**config.mk**
```make
export PLATFORM = sky130hd
export DESIGN_NAME = fifo_rd_ctrl
export DESIGN_NICKNAME = d
export VERILOG_FILES = /design/src/rtl/async_fifo_pkg.sv /design/src/rtl/gray_to_bin.sv /design/src/rtl/fifo_rd_ctrl.sv
export SDC_FILE = /design/constraint.sdc
export NUM_CORES = 1
export LEC_CHECK = 0
export ABC_CLOCK_PERIOD_IN_PS = 2140
export CORE_MARGIN = 5
export CORE_UTILIZATION = 40
export DETAILED_ROUTE_END_ITERATION = 7
export GPL_TIMING_DRIVEN = 0
export PLACE_DENSITY = 0.75
export SYNTH_ARGS = -nofsm -noshare
export SYNTH_HDL_FRONTEND = slang
export SYNTH_HIERARCHICAL = 1
export SYNTH_SLANG_ARGS = --single-unit
```
**constraint.sdc**
```tcl
create_clock -name clk -period 2.14 [get_ports clk]
set_input_delay 0.428 -clock clk [delete_from_list [all_inputs] [get_ports clk]]
set_output_delay 0.428 -clock clk [all_outputs]
set_load 0.05 [all_outputs]
```
**src/rtl/async_fifo_pkg.sv**
```systemverilog
// Shared async FIFO definitions: default geometry and Gray/binary pointer conversions
// used by both the read-side and write-side pointer controllers.
package async_fifo_pkg;

    localparam int unsigned default_fifo_width = 8;
    localparam int unsigned default_addr_size  = $clog2(default_fifo_width);

    // Conversions operate on a zero-extended 32-bit value; callers cast to pointer width.
    function automatic logic [31:0] bin2gray(input logic [31:0] b);
        return b ^ (b >> 1);
    endfunction

    function automatic logic [31:0] gray2bin(input logic [31:0] g);
        logic [31:0] b;
        b[31] = g[31];
        for (int i = 30; i >= 0; i--) begin
            b[i] = b[i+1] ^ g[i];
        end
        return b;
    endfunction

endpackage

```
**src/rtl/gray_to_bin.sv**
```systemverilog
// Combinational Gray-to-binary converter for an addr_size+1 bit FIFO pointer.
module gray_to_bin
    import async_fifo_pkg::*;
#(
    parameter int unsigned addr_size = default_addr_size
) (
    input  logic [addr_size:0] gray,
    output logic [addr_size:0] bin
);

    localparam int unsigned ptr_w = addr_size + 1;

    assign bin = ptr_w'(gray2bin(32'(gray)));

endmodule

```
**src/rtl/fifo_rd_ctrl.sv**
```systemverilog
// Read-side pointer controller of an async FIFO: owns the read pointer, produces the
// Gray pointer for the write domain, and derives empty/occupancy from the synced write pointer.
module fifo_rd_ctrl
    import async_fifo_pkg::*;
#(
    parameter int unsigned fifo_width = default_fifo_width,
    parameter int unsigned addr_size  = $clog2(fifo_width)
) (
    input  logic                 clk,
    input  logic                 rst,
    input  logic                 rd_inc,
    input  logic [addr_size:0]   sync_wptr,
    output logic [addr_size-1:0] rd_addr,
    output logic [addr_size:0]   rd_ptr,
    output logic                 empty,
    output logic [addr_size:0]   rd_count,
    output logic                 rd_ack
);

    localparam int unsigned ptr_w = addr_size + 1;

    if (fifo_width < 2 || (fifo_width & (fifo_width - 1)) != 0 ||
        (32'd1 << addr_size) != fifo_width) begin : g_bad_params
        $error("fifo_rd_ctrl: fifo_width must be a power of two >= 2 equal to 2**addr_size");
    end

    logic [ptr_w-1:0] rbin;
    logic [ptr_w-1:0] rbin_next;
    logic [ptr_w-1:0] rgray_next;
    logic [ptr_w-1:0] wbin;
    logic             accept_c;

    gray_to_bin #(.addr_size(addr_size)) u_wptr_g2b (
        .gray (sync_wptr),
        .bin  (wbin)
    );

    // Status is computed against the post-increment pointer so a read that
    // drains the last entry flags empty in the same cycle it is acknowledged.
    always_comb begin
        accept_c   = rd_inc & ~empty;
        rbin_next  = rbin + ptr_w'(accept_c);
        rgray_next = ptr_w'(bin2gray(32'(rbin_next)));
    end

    always_ff @(posedge clk or negedge rst) begin
        if (!rst) begin
            rbin     <= '0;
            rd_ptr   <= '0;
            empty    <= 1'b1;
            rd_count <= '0;
            rd_ack   <= 1'b0;
        end else begin
            rbin     <= rbin_next;
            rd_ptr   <= rgray_next;
            empty    <= (rgray_next == sync_wptr);
            rd_count <= wbin - rbin_next;
            rd_ack   <= accept_c;
        end
    end

    assign rd_addr = rbin[addr_size-1:0];

endmodule

```
==> metrics <==
status finished, final reports clean; Synth cell types 19; Critical Path Sink Type register; antenna violations before repair 0; CTS Buffer Depth 2; RD Place Congestion a little under 0.7; R2R cell count 7; Root Buffer clkbuf_4; WL per Instance 11.4 um; clock sink count 13; die height 51.7 um; Die ar. 0.00267 mm^2; ranking of synthesized cells by area dfrtp_1, xnor2_1, xor2_1, ha_1, xor2_2; max-cap check violation count 0; # fillers about 130; I/O Buffers 19; Synthesized Nets 69; Cells after Synth 57; Synth async-reset ratio 100%; via/cell ratio 4.69; Yosys top cell area share 43.2%; Detailed Routing Iterations Pass 1 3; CTS tree yes; Global Route met2 Usage 17.2%; r2r setup slk about 170 ps; synthesized area per cell approximately 12 um^2; M1 GR Usage 10.6%; Reg2Reg Launch Point empty; most used flip-flop cell after synthesis dfrtp_1; vias in the first global route roughly 460; grt ovf 0; pin count of the biggest net entering global routing 14; CP required 2330 ps; Iter 0 DRT Violations 4; Reg area roughly 330 um^2; final clock period utilization by the worst path approximately 98%; Ys Warns 6; final count of negative-setup-slack endpoints 0; Slew HR a little over three fifths; Placement Setup Slack -377 ps; CP max FO 7; Crit Path Class in -> reg; Most Crowded Layer GR met2; most frequent cells after synthesis dfrtp_1, xnor2_1, xor2_1; layout net count 95; Post-route DRC 0; Synth area leader dfrtp_1; worst hold path class in -> async; Max Slew Vio Count 0; diode count 0; worst setup margin 36.2 ps; Starting Density 41.1%; I/O pins 20; Global Route Usage Sum about a tenth; Post-DP HPWL about 900 um; GRT met3 Usage 0.860%; minimum clock period 2100 ps; fmax 475 MHz; global-route wire length before repair 1.90 mm; core box area roughly 0.0017 mm^2; critical path arrival 2290 ps; Worst-path clk slew 70 ps; share of cells above drive strength 1 20.7%; Critical Path Start rd_inc; Site Rows 15; Post-Route WL 1.13 mm; Worst-Margin Slew 550 ps; Antenna Nets Post-Route 0; most frequent cell after synthesis dfrtp_1; synthesized area between 600 and 700 um^2; Die W just over 50 um; cts bufs inserted 3; worst clock skew about 1.3 ps; number of flops mapped to enable cells by yosys 0; worst-skew pair later-pin latency approximately 260 ps; #FFs+latches synth 13; H-tree depth 1; worst flop-to-flop path endpoint empty; post-synthesis sequential area ratio 47.0%; Layout area overhead 43.4%; Vias about 460; hold_buf cts 0; multi-input logic area 374 um^2; Hold Violations, Final 0; Startpoint Class input port
sequential cells by signal, summed over array words and instances (netlist names):
name	flops
empty	1
rd_ack	1
rd_ptr	3
rbin	4
rd_count	4
per-stage QoR:
stage / utilization, % / hold slack, ps / TNS [ps] / std cells / instance area [um^2]
2_1_floorplan: - / 132 / 0 / 57 / 727
3_3_place_gp: 55.6 / 555 / -843 / 93 / 938
3_5_place_dp: 55.6 / 564 / -980 / 93 / 938
4_1_cts: 58.0 / 546 / -52.2 / 99 / 980
5_1_grt: 59.0 / 546 / -16.5 / 99 / 996
6_report: 59.0 / 522 / 0 / 99 / 996
critical path: stages:
cell             delay [ps]
clkdlybuf4s50_1         450
nor2b_4                 160
ha_2                    200
ha_4                    190
clkbuf_4                170
o21ba_2                 220
a31oi_2                 150
maj3_2                  200
xnor2_1                 110
placed cells by master (no fill, tap or decap), types with 2 or more instances in the layout:
master           netlist  layout
clkdlybuf4s50_1        0      17
buf_4                  1       3
clkbuf_4               0       4
nand3_1                2       2
xnor2_1               10      10
dfrtp_1               12      12
inv_1                  6       6
ha_1                   5       3
dlymetal6s2s_1         0       2
xor2_1                 8       8
cell type report:
| type | count | area share (%) |
|---|---|---|
| Multi-Input combinational cell | 36 | 37.6 |
| Sequential cell | 13 | 32.8 |
| Timing Repair Buffer | 21 | 21.1 |
| Clock buffer | 4 | 2.64 |
| Inverter | 6 | 2.26 |
| Tap cell | 17 | 2.14 |
| Buffer | 2 | 1.51 |
how the worst max path moves through the flow:
stage	to	slack (ps)	cells past startpoint
after floorplan	empty	10	7
after global placement	rd_count[3]	-370	9
after detailed placement	rd_count[3]	-380	9
after CTS	rd_count[3]	-50	9
after global routing	empty	-10	8
final	rd_count[3]	40	9
logic make-up after synthesis:
family,Yosys count,synth area share [%]
fa+ha+maj,6,10.6
buf+inv,8,4.86
flops,13,47.0
simple gates,5,4.15
compound gates,5,5.95
xor+xnor,20,27.4
repair_timing:
action,in CTS,in global routing
pin swaps,1,2
buffers inserted,2,0
endpoints found under the setup margin,2,2
resized for setup,0,4
routing by layer:
layer / up-vias / wire length (um) / share of wire (%)
met1: 218 / 466 / 41
li1: 229 / - / -
met5: - / 0 / 0
met2: 15 / 572 / 51
met3: 2 / 60 / 5.3
met4: 0 / 27 / 2.4
Power is left out: the tool's default activity adds up to more than one toggle a clock period on the data nets, which glitch-free logic cannot reach.
==> edit 1 (same settings) <==
Register the output `rd_count` once more; this adds one clock of latency there. The other outputs are not delayed to match.
--- a/src/rtl/fifo_rd_ctrl.sv
+++ b/src/rtl/fifo_rd_ctrl.sv
@@ -19,4 +19,6 @@
 
     localparam int unsigned ptr_w = addr_size + 1;
+
+    logic [addr_size:0] rd_count_s0;
 
     if (fifo_width < 2 || (fifo_width & (fifo_width - 1)) != 0 ||
@@ -49,5 +51,5 @@
             rd_ptr   <= '0;
             empty    <= 1'b1;
-            rd_count <= '0;
+            rd_count_s0 <= '0;
             rd_ack   <= 1'b0;
         end else begin
@@ -55,5 +57,5 @@
             rd_ptr   <= rgray_next;
             empty    <= (rgray_next == sync_wptr);
-            rd_count <= wbin - rbin_next;
+            rd_count_s0 <= wbin - rbin_next;
             rd_ack   <= accept_c;
         end
@@ -62,4 +64,8 @@
     assign rd_addr = rbin[addr_size-1:0];
 
+    always_ff @(posedge clk) begin
+        rd_count <= rd_count_s0;
+    end
+
 endmodule
 
Behaviour: not the same (Yosys sat finds a counterexample within 4 cycles, from zero or initial values and one cycle with rst low).
==> edit 1 against the original RTL <==
Cell area increased by 10%. Worst setup slack improved by 0.016 ns. Sequential cell count increased by 4. Via count increased by 9.7%. Synthesized area increased by 12%. Global-route usage increased by 0.95 points. Routed wire length increased by 18%.
Power is not shown: default switching activity piles up to over one toggle a cycle in this logic, so the estimate is an artifact.
==> edit 1: results (changes against the original RTL) <==
Outcome = complete, no violations
Share of synthesized flip-flops with an asynchronous set or reset = 76.5% (-24 points)
Global placer's final weighted congestion = 0.685 (-1.6%)
Largest fanout on the critical path = 2 (-5)
Reg2reg end = rd_count_s0[3]$_DFF_PN0_
Share of the yosys chip area belonging to registers = 52.5% (+5.5 points)
Global-route total usage across every layer = 10.9% (+0.95 points)
Endpoint with the worst hold slack = rd_count[2]$_DFF_P_
Actual slew at the worst max-slew pin = 0.565 ns (+0.0155 ns)
H-Tree Depth = 1 (unchanged)
Per-cell routed wire length = 11.6 um (+2.1%)
Leading cell types by total area after synthesis = dfrtp_1, xnor2_1, dfxtp_1
Final WL = 1.33 mm (+18%)
Clock input transition at the sequential cells of the worst setup and hold paths = 0.09 ns (+0.02 ns)
Hold path start = rd_count_s0[2]$_DFF_PN0_
Biggest registers after layout = rbin: 4 flops, rd_count: 4 flops, rd_count_s0: 4 flops
Initial DRC count = 1 (-3)
Yosys warning total = 6 (unchanged)
R2r worst-path depth = 8 (+1)
Synthesized net count = 73 (+5.8%)
HPWL after detailed placement = 1.02 mm (+14%)
Vias in the first global route = 493 (+6.3%)
Critical path's largest stage delay = 0.81 ns (+0.36 ns)
Post-synth cell types = 20 (+1)
Wire length of the first global-routing pass = 2.13 mm (+12%)
Drt pass-1 iters = 2 (-1)
Worst hold path class = reg2reg
Clock latency of the later-clocked register in the worst-skew pair = 0.28 ns (+0.02 ns)
Mapped Cells = 61 (+7.0%)
Top_reg_cell synth = dfrtp_1
Net total in the final layout = 100 (+5.3%)
Vias after detailed routing = 509 (+9.7%)
Cell total after placement = 107 (+15%)
Worst clock skew = 0.00248 ns (+0.00123 ns)
Root Buffer = clkbuf_4
Startpoint of the lowest-slack register-to-register path = empty$_DFF_PN1_
Layout cell share with drive strength beyond 1 = 21.8% (+1.1 points)
## edit 1: cell count changes in the layout (fill, tap and decap cells not counted), sizes merged
cell	before	now
dfxtp	0	4
dlygate4sd2	0	2
dlymetal6s2s	2	0
buf	3	4
clkbuf	5	4
clkinv	0	1
## edit 1: worst max-delay path by stage
stage,start,to,slack [ns]
2_1_floorplan,empty$_DFF_PN1_,empty$_DFF_PN1_,0.01
5_1_grt,empty$_DFF_PN1_,empty,0.008
4_1_cts,rd_inc,empty$_DFF_PN1_,0.02
3_3_place_gp,sync_wptr[3],rd_count_s0[3]$_DFF_PN0_,-0.36
6_report,empty$_DFF_PN1_,empty,0.05
3_5_place_dp,sync_wptr[3],rd_count_s0[3]$_DFF_PN0_,-0.37
## edit 1: layout make-up
| class | instances | area [um^2] |
|---|---|---|
| Buffer | 2 | 15.0 |
| Clock buffer | 3 | 22.5 |
| Clock inverter | 1 | 5.00 |
| Fill cell | 154 | 802 |
| Inverter | 6 | 22.5 |
| Multi-Input combinational cell | 36 | 384 |
| Sequential cell | 17 | 407 |
| Tap cell | 27 | 33.8 |
| Timing Repair Buffer | 22 | 210 |
## edit 1: what timing repair did
action | CTS | global route
gates resized for setup | 2 | 3
pin swaps | 2 | 1
buffers inserted | 3 | 0
endpoints found under the setup margin | 2 | 2
## edit 1: logic make-up (layout without fill, tap and decap cells)
logic type	count (synthesis)	after routing	share of synthesized area [%]
and+or+nand+nor	5	5	3.72
adders and majority gates	6	6	9.53
buffers and inverters	8	34	4.36
AOI/OAI and AO/OA	5	5	5.33
xor gates and xnor gates	20	20	24.6
DFF	17	17	52.5
## edit 1: through the flow
stage	cell area [um^2]	worst slack [ns]	hold slack (ns)	utilization (%)
final	1100	0.0522	0.348	57.8
after floorplan	807	0.0116	0.132	-
after global placement	1030	-0.362	0.325	54.2
after CTS	1080	0.0195	0.349	56.7
after detailed placement	1030	-0.374	0.327	54.2
after global routing	1100	0.00758	0.358	57.8
## edit 1: metal layers
layer  wire [um]  GRT usage (%)  vias up
met4          30           9.96        0
li1            -              -      246
met5           0              0        -
met2         683           19.8       19
met3          95           1.11        4
met1         516           10.8      240
==> edit 2 (same flow settings) <==
Without the edit above. `default_fifo_width`: 8 -> 16.
--- a/src/rtl/async_fifo_pkg.sv
+++ b/src/rtl/async_fifo_pkg.sv
@@ -3,5 +3,5 @@
 package async_fifo_pkg;
 
-    localparam int unsigned default_fifo_width = 8;
+    localparam int unsigned default_fifo_width = 16;
     localparam int unsigned default_addr_size  = $clog2(default_fifo_width);
 
Ports: changed (resized rd_addr, rd_count, rd_ptr and sync_wptr); port bits go from 20 to 24. No check against the original RTL was run, so the function may have changed too.
==> edit 2 against the original RTL <==
Synthesized area increased by 26%. Cell area increased by 37%. The run now ends with negative setup slack left. Worst hold slack got worse by 0.0074 ns. Routed wire length increased by 70%. Die area increased by 21%. Worst setup slack got worse by 0.067 ns. Non-clock buffer count increased by 11. Sequential cell count increased by 3.
Power is left out: the tool's default activity adds up to more than one toggle a clock period on the data nets, which glitch-free logic cannot reach.
==> edit 2: results (changes against the original RTL) <==
Outcome = complete, but fails checks
Failing checks = negative setup slack
Worst slew slack as a fraction of its limit = 52.3% (-11 points)
Per-cell routed wire length = 14.2 um (+24%)
Clock latency of the later-clocked register in the worst-skew pair = 0.29 ns (+0.03 ns)
Vias in the first global route = 683 (+47%)
Count of endpoints failing setup in the final report = 2 (+2)
Worst clock skew = 0.00444 ns (+0.00319 ns)
Final setup margin = -0.0304 ns (-0.0666 ns)
Critical path data arrival time = 2.35 ns (+0.06 ns)
Synthesized net count = 84 (+22%)
Drt pass-1 iters = 4 (+1)
IO Port Bufs = 23 (+4)
Via-per-instance ratio = 4.68 (-0.11%)
Layout cell share with drive strength beyond 1 = 31.8% (+11 points)
R2r worst-path depth = 9 (+2)
Total cell area at the placement stage = 1180 um^2 (+26%)
HPWL after detailed placement = 1.30 mm (+46%)
Post-synth cell types = 21 (+2)
Number of standard cells in the final layout excluding fillers = 135 (+36%)
Worst hold slack across all endpoints = 0.514 ns (-0.00745 ns)
Wire length of the first global-routing pass = 3.13 mm (+65%)
Net total in the final layout = 122 (+28%)
Initial DRC count = 1 (-3)
Slowest-stage cell, CP = xnor3_1
End of the critical path = rd_count[4]$_DFF_PN0_
Clock input transition at the sequential cells of the worst setup and hold paths = 0.10 ns (+0.03 ns)
Syn_area_per_cell = 12.5 um^2 (+2.7%)
Top delay family on crit path = XOR/XNOR gates
Leading cell types by total area after synthesis = dfrtp_1, xnor2_1, xor2_1
Global-route total usage across every layer = 13.3% (+3.3 points)
Maximum number of pins on one net before global-route repair = 17 (+3)
Share of the yosys chip area belonging to registers = 45.9% (-1.2 points)
-- edit 2: final cells by class --
cell class | instances | area [um^2]
plain buffers | 1 | 7.51
clock buffers | 4 | 36.3
fillers | 172 | 783
inverters | 10 | 37.5
multi-input cells | 43 | 536
flip-flops and latches | 16 | 402
well taps | 28 | 35.0
repair buffers | 33 | 312
-- edit 2: worst min-delay path by stage --
stage / to / start
6_report: empty$_DFF_PN1_ / sync_wptr[0]
3_5_place_dp: rbin[4]$_DFF_PN0_ / rbin[4]$_DFF_PN0_
4_1_cts: rd_ack$_DFF_PN0_ / rd_inc
3_3_place_gp: rbin[4]$_DFF_PN0_ / rbin[4]$_DFF_PN0_
2_1_floorplan: rbin[0]$_DFF_PN0_ / rst
5_1_grt: rd_ack$_DFF_PN0_ / rd_inc
-- edit 2: what timing repair did --
item,CTS,global route
hold buffers,0,0
endpoints found under the setup margin,5,2
pin swaps,10,9
buffers inserted,9,1
gates resized for setup,18,5
-- edit 2: tightest hold or removal path, stage by stage --
cell            delay (ns)
dlymetal6s2s_1        0.12
xor2_1                0.10
nand3_1               0.10
a221oi_2              0.06
-- edit 2: cells by family (layout without fill, tap and decap cells) --
family / after synthesis / in the layout / synth area share [%]
xor+xnor: 23 / 23 / 27.9
flops: 16 / 16 / 45.9
buf+inv: 11 / 48 / 5.14
simple gates: 9 / 9 / 6.57
fa+ha+maj: 7 / 7 / 10.6
compound gates: 4 / 4 / 4.00
-- edit 2: per-stage QoR --
stage	worst slack, ns	utilization [%]	TNS [ns]
floorplan	-0.218	-	-0.289
global placement	-0.803	55.0	-2.69
detailed placement	-0.864	55.0	-3.01
CTS	-0.0573	62.1	-0.0618
global route	-0.105	63.5	-0.208
finish	-0.0304	63.5	-0.0412
-- edit 2: metal layers --
metal	global-route usage (%)	vias up	share of wire, %
li1	-	294	-
met1	13.5	304	37
met2	23.1	26	52
met3	3.91	8	6.6
met4	9.27	0	4.3
met5	0	-	0
